$ cat src/rtl/dec_scan.sv
// dec_scan: registered one-hot decoder with an auto-scan mode.
//
// Direct mode decodes a captured select value onto y. Scan mode walks y
// through indices 0..OUT_WIDTH-1, holding each one for DWELL cycles, and
// pulses wrap when the index rolls over from the last position to 0.
//
// Parameters:
//   IN_WIDTH  - select/index width
//   OUT_WIDTH - number of one-hot outputs (2 .. 2**IN_WIDTH)
//   DWELL     - cycles each output is held while scanning (1 .. 255)
//
// Ports:
//   clk       - clock, all state changes on the rising edge
//   rst       - synchronous active-high reset
//   en        - enable; low blanks y and freezes the scan
//   mode      - 0 = direct decode, 1 = auto-scan
//   load      - direct mode: capture a this cycle
//   a         - select value, or scan start index on entry to scan
//   y         - registered one-hot output (or zero)
//   idx       - registered index currently driven on y
//   err       - out-of-range flag
//   wrap      - one-cycle pulse when the scan index wraps to 0
//   dbg_state - current FSM state (0 = OFF, 1 = DIRECT, 2 = SCAN)
//
// Build option: define DEC_SCAN_STICKY_ERR_EN to make err sticky until rst.
//
// Handshake note: this block has no valid/ready pairs; load is a plain
// single-cycle strobe sampled on the rising edge while en=1 and mode=0.

module dec_scan #(
  parameter int IN_WIDTH  = 3,
  parameter int OUT_WIDTH = 8,
  parameter int DWELL     = 4
) (
  input  logic                 clk,
  input  logic                 rst,
  input  logic                 en,
  input  logic                 mode,
  input  logic                 load,
  input  logic [IN_WIDTH-1:0]  a,
  output logic [OUT_WIDTH-1:0] y,
  output logic [IN_WIDTH-1:0]  idx,
  output logic                 err,
  output logic                 wrap,
  output logic [1:0]           dbg_state
);

`ifdef DEC_SCAN_STICKY_ERR_EN
  localparam bit STICKY = 1'b1;
`else
  localparam bit STICKY = 1'b0;
`endif

  localparam logic [IN_WIDTH:0]   OW_L  = (IN_WIDTH+1)'(OUT_WIDTH);
  localparam logic [IN_WIDTH-1:0] LAST  = IN_WIDTH'(OUT_WIDTH - 1);
  localparam logic [7:0]          DLAST = 8'(DWELL - 1);

  typedef enum logic [1:0] {
    S_OFF    = 2'd0,
    S_DIRECT = 2'd1,
    S_SCAN   = 2'd2
  } state_t;

  state_t                 state, state_n;
  logic [7:0]             dwell, dwell_n;
  logic [IN_WIDTH-1:0]    idx_n;
  logic [OUT_WIDTH-1:0]   y_n;
  logic                   err_n, wrap_n;
  logic                   a_ok;

  function automatic logic [OUT_WIDTH-1:0] onehot(input logic [IN_WIDTH-1:0] i);
    onehot = OUT_WIDTH'(1) << i;
  endfunction

  assign a_ok      = ({1'b0, a} < OW_L);
  assign dbg_state = state;

  // State register
  always_ff @(posedge clk) begin
    if (rst) state <= S_OFF;
    else     state <= state_n;
  end

  // Next-state logic: en has priority over mode.
  always_comb begin
    state_n = state;
    if (!en)       state_n = S_OFF;
    else if (mode) state_n = S_SCAN;
    else           state_n = S_DIRECT;
  end

  // Next values of the registered outputs and the dwell counter.
  always_comb begin
    idx_n   = idx;
    y_n     = y;
    err_n   = err;
    wrap_n  = 1'b0;
    dwell_n = dwell;
    if (!en) begin
      y_n = '0;
    end else if (state == S_SCAN) begin
      // Leaving scan for direct keeps y/idx/counter as they are.
      if (mode) begin
        if (dwell == DLAST) begin
          dwell_n = 8'd0;
          wrap_n  = (idx == LAST);
          idx_n   = (idx == LAST) ? '0 : idx + IN_WIDTH'(1);
        end else begin
          dwell_n = dwell + 8'd1;
        end
        y_n = onehot(idx_n);
      end
    end else if (mode) begin
      if (state == S_DIRECT) begin
        // Fresh scan entry: start at a, or at 0 if a is out of range.
        dwell_n = 8'd0;
        if (a_ok) begin
          idx_n = a;
          err_n = STICKY & err;
        end else begin
          idx_n = '0;
          err_n = 1'b1;
        end
      end
      // From OFF the scan resumes at the frozen idx and counter.
      y_n = onehot(idx_n);
    end else if (load) begin
      if (a_ok) begin
        idx_n = a;
        y_n   = onehot(a);
        err_n = STICKY & err;
      end else begin
        y_n   = '0;
        err_n = 1'b1;
      end
    end
  end

  // Output and datapath registers
  always_ff @(posedge clk) begin
    if (rst) begin
      idx   <= '0;
      y     <= '0;
      err   <= 1'b0;
      wrap  <= 1'b0;
      dwell <= 8'd0;
    end else begin
      idx   <= idx_n;
      y     <= y_n;
      err   <= err_n;
      wrap  <= wrap_n;
      dwell <= dwell_n;
    end
  end

endmodule
$ cat config.mk
export PLATFORM = sky130hd
export DESIGN_NAME = dec_scan
export DESIGN_NICKNAME = d
export VERILOG_FILES = /design/src/rtl/dec_scan.sv
export SDC_FILE = /design/constraint.sdc
export NUM_CORES = 1
export LEC_CHECK = 0
export CAP_MARGIN = 20
export CORE_ASPECT_RATIO = 0.7
export CORE_UTILIZATION = 45
export DETAILED_ROUTE_END_ITERATION = 8
export PLACE_DENSITY = 0.71
export SYNTH_ARGS = -nofsm -noshare
export SYNTH_HDL_FRONTEND = slang
export SYNTH_SLANG_ARGS = --single-unit
export TNS_END_PERCENT = 10
$ cat constraint.sdc
create_clock -name clk -period 6.31 [get_ports clk]
set_input_delay 0.9465 -clock clk [delete_from_list [all_inputs] [get_ports clk]]
set_output_delay 0.9465 -clock clk [all_outputs]
set_load 0.005 [all_outputs]
Word-level counts from Yosys, hierarchy flattened
Index checks and enable logic that the tools add are counted.
Widths: inputs -> output; s select.

operators by class
  $add $sub $neg = 2
  equal/unequal tests = 6
  shifts and indexed selects = 3
  muxes and demuxes = 26
  bitwise gates (word level) = 4
  reduce and logical (&&, ||, !) cells = 8

operators by type and width
  operator             number
  $mux 8               9
  $mux 3               13
  $shl 1x3->8 const A  3
  $add 8x1->8 const B  1
  $eq 8x2->1 const B   1
  $reduce_and 3->1     2
  $reduce_or 5->1      1
  $not 1->1            4
  $reduce_and 4->1     1
  $reduce_bool 2->1    2
  $add 3x1->3 const B  1
  $eq 3x3->1 const B   1
  $mux 1               3
  $eq 2x1->1 const B   1
  $eq 2x2->1 const B   1
  $mux 2               1
  $ne 2x1->1 const B   1
  $ne 2x2->1 const B   1
  $reduce_and 2->1     1
  $reduce_or 2->1      1

word-level totals
  register bits = 23
  input port bits = 8
  output and inout port bits = 15
  logic and storage cells = 55

Longest topological paths before layout
  depth in word-level cells = 9
  mapped depth = 7
  mapped depth without buffers = 6

Worst setup path after synthesis
Ideal clock, no wire load.

  path kind = register to register
  start point = reg dwell[0]
  end point = reg y[1]
  library setup time = 96 ps
  arrival = 2070 ps
  slack = 4144 ps
  stages on the path, launching flop included = 6
  path buffers = 0
  period minus slack after synthesis = 2166 ps
  cell sequence = dfxtp_1 > ha_1 > or4b_4 > or4_4 > a31o_4 > o41ai_2

on the way
  cells in the longest elaborated chain, start to end = 8

ends and longest elaborated chain
  item                    RTL line  text
  start, declared         65        logic [7:0] dwell, dwell_n;
  start signal, assigned  152       dwell <= dwell_n;
  $eq 8x2->1              104       if (dwell == DLAST) begin
  $mux 3                  104
  $mux 3                  103       if (mode) begin
  $mux 3                  101       end else if (state == S_SCAN) begin
  $mux 3                  99        if (!en) begin
  $shl 1x3->8             72        onehot = OUT_WIDTH'(1) << i;
  $mux 8                  103
  $mux 8                  101
  end signal, assigned    149       y <= y_n;
  end, declared           41        output logic [OUT_WIDTH-1:0] y,

Every way passes these cells. The select of a mux whose other input is x is not followed.
A chain may end at the register's enable or synchronous reset.

Worst setup path after layout
  start point = in mode
  end point = reg y[4]

on the way
  cells in the longest elaborated chain, start to end = 2

ends and longest elaborated chain
  item                                                                RTL line  text
  start, declared                                                     38        input logic mode,
  $ne 2x2->1 (no source line), or another cell as far along           n/a
  $reduce_and 2->1 (no source line) / $mux 8 (equally long branches)  n/a

Several ways; a longest one is shown, not always the timed one.

==> impl_metrics.csv <==
group,metric,value,unit
yosys,synthTopCellsByArea,"dfxtp_1 (39%), o41ai_2 (5.7%), ha_1 (5.5%)",
grt,antenna_found_initial,0,
timing,hold_viol,0,
yosys,ys_seq_area_share,38.9,%
yosys,ys.flop_type,"dfxtp_1",
layout,drive_gt1_share,9.09,%
detailed_routing,via_count,985,
worst_setup_path,r2r_cells,5,
worst_setup_path,crit_arrival,2.72,ns
yosys,synth.top_cell.area_share,38.9,%
layout,n_antenna_cell,0,
timing,worstMarginPinSlew,0.835,ns
worst_setup_path,crit_buf_inv,1,
yosys,yosysWarnings,0,
floorplan,die_area,2730,µm²
yosys,synth_area_per_cell,9.22,µm²
timing,max_slew_margin,43.9,%
status,status,"finished, final reports clean",
detailed_routing,viasPerCell,5.63,
layout,layout_common_cells,"dfxtp_1 (22), clkdlybuf4s50_1 (21), nand2_1 (16), nor2_1 (11), ha_1 (5)",
timing,fmax,0.400,GHz
power_and_ir_drop,vdd_ir_drop_max,133,µV
worst_setup_path,cp_max_fo,10,
worst_setup_path,slowest_delay,0.65,ns
run,maxCapViolCount,0,
clock_network,cts.path.max_buffers,2,
yosys,syn-num-nets,136,
floorplan,die_w,62.0,µm
layout,layout_commonest_cell,"dfxtp_1",
yosys,mappedNetlistArea,1130,µm²
clock_network,cts_tree,"done",
yosys,synth_cells,123,
clock_network,cts_buffers,3,
worst_setup_path,worst_setup_path_end_kind,"register",
layout,layout-area-overhead-vs-synth,23.3,%
timing,hold_ws,0.461,ns
detailed_routing,ant_nets,0,
grt,grt_pass1_vias,903,
min_path,holdPathStages,2,
placement,place_ws,3.50,ns
yosys,synth.largest_area_cell,"dfxtp_1",
floorplan,coreArea,2260,µm²
power_and_ir_drop,p_per_area,188,nW/µm²
timing,finalWorstSetupSlack,3.81,ns
timing,setup_viol,0,
timing,fin_skew,0.00244,ns
placement,hpwl,1.88,mm
min_path,hp-start,"y[6]$_SDFFE_PP0P_",
placement,io_buffers,21,
timing,tns,0,ns
timing,rsz0062_at_grt,"false",
grt,grt_usage,21.9,%
power_and_ir_drop,total_power,0.000263,W
worst_setup_path,path_cells,"clkdlybuf4s50_1 -> nand2b_1 -> a211oi_1 -> a31oi_1 -> o41ai_1",
clock_network,clkSinkCount,22,
timing,report.final.slew_viol_count,0,
layout,finalNetCount,157,
detailed_routing,wl_per_cell,14.0,µm
worst_setup_path,startpoint,"mode",
floorplan,dieHeight,44.0,µm
yosys,async_flop_share,0,%
clock_network,cts_resized,0,
min_path,hp-class,"register to register",
grt,overflow,0,
floorplan,ios,23,
clock_network,clock_latency,0.31,ns
worst_setup_path,critical_path_class,"primary input to register",
worst_setup_path,cp.required,6.53,ns
placement,place_congestion,0.886,
yosys,ys_types,40,
detailed_routing,wl,2.45,mm
detailed_routing,drt_iter0_drc,50,
floorplan,rows,14,
timing,final.period_utilization,39.6,%
worst_setup_path,cp.depth,5,
yosys,ys_ff_latch,22,
worst_setup_path,crit_slowest_cell,"clkdlybuf4s50_1",
grt,grt_max_degree,13,
floorplan,initial_core_util,50.2,%
clock_network,htreeDepth,1,
timing,fin_crit,2.50,ns
clock_network,cts_hold_buf,0,
clock_network,post_cts_buffers,0,
clock_network,cts-root-buf,"clkbuf_4",
worst_setup_path,cp-start-kind,"primary input",
worst_setup_path,timing.rr.start,"dwell[0]$_SDFFE_PP0P_",
detailed_routing,drt_pass1_iterations,4,
power_and_ir_drop,leakage,0.527,nW
clock_network,path_clk_slew,0.12,ns
worst_setup_path,critPathTopFamily,"compound AO/OA/AOI/OAI gates",
yosys,synth_edf_count,0,
grt,grt_pass1_wl,4.27,mm
detailed_routing,drc,0,
==> stage by stage <==
stage                     util (%)  instance area (µm²)  instances
after floorplan                  -                 1130        123
after CTS                     61.8                 1400        175
final                         61.8                 1400        175
after detailed placement      60.2                 1360        171
after global routing          61.8                 1400        175
after global placement        60.2                 1360        171
==> layer usage <==
metal  routed length, µm  global-route usage (%)
met1                1240                    32.4
met2                 995                    30.6
met3                 190                    6.87
met4                  20                    5.33
met5                   0                       0
==> tightest hold or removal path: stages, from the launching register on <==
cell     delay, ns
dfxtp_1       0.34
nand2_1       0.05
o41ai_1       0.05
==> cell usage after synthesis (2+ instances only) <==
cell type / instances
a211o_1: 2
o21ai_1: 2
nand2b_1: 3
xor2_1: 3
nand2_1: 16
dfxtp_1: 22
inv_1: 4
o41ai_1: 4
a21oi_1: 2
a211oi_1: 2
nor2_1: 11
nand4_1: 4
nand3_1: 2
nor3_1: 4
ha_1: 5
o41ai_2: 4
o21ai_0: 2
nand3b_1: 2
clkbuf_1: 3
xnor2_1: 4
and3b_1: 3
==> cell type report <==
| type | count | area, µm² |
|---|---|---|
| fill | 181 | 862 |
| multi-input combinational | 92 | 656 |
| sequential | 22 | 440 |
| timing repair buffer | 21 | 210 |
| tap | 32 | 40.0 |
| clock buffer | 4 | 36.3 |
| inverter | 4 | 15.0 |
==> flip-flops by register name (all words and copies together), names as in the netlist <==
name,count
dbg_state,2
dwell,8
idx,3
wrap,1
y,8
==> power breakdown <==
group	switching, W	leakage [nW]	internal, W
Sequential	0.00000346	0.178	0.000142
Clock	0.0000426	0.0210	0.0000352
Combinational	0.0000207	0.328	0.0000185
Total	0.0000668	0.527	0.000196
==> cell families (layout without fill, tap and decap cells) <==
family | count (synthesis) | in the layout | share of synthesized area, %
simple gates | 54 | 54 | 26.2
compound gates | 24 | 24 | 19.5
flops | 22 | 22 | 38.9
buf+inv | 9 | 29 | 3.31
xor+xnor | 7 | 7 | 5.41
fa+ha+maj | 5 | 5 | 5.52
other cells | 1 | 1 | 0.331
mux | 1 | 1 | 0.883
==> worst paths after layout <==
check / to / slack [ns]
worst max-delay path: y[4]$_SDFFE_PP0P_ / 3.81
worst min-delay path: y[6]$_SDFFE_PP0P_ / 0.46
worst min register to register: y[6]$_SDFFE_PP0P_ / 0.46
worst max register to register: y[3]$_SDFFE_PP0P_ / 3.93
Power figures use the tool's default switching activity.
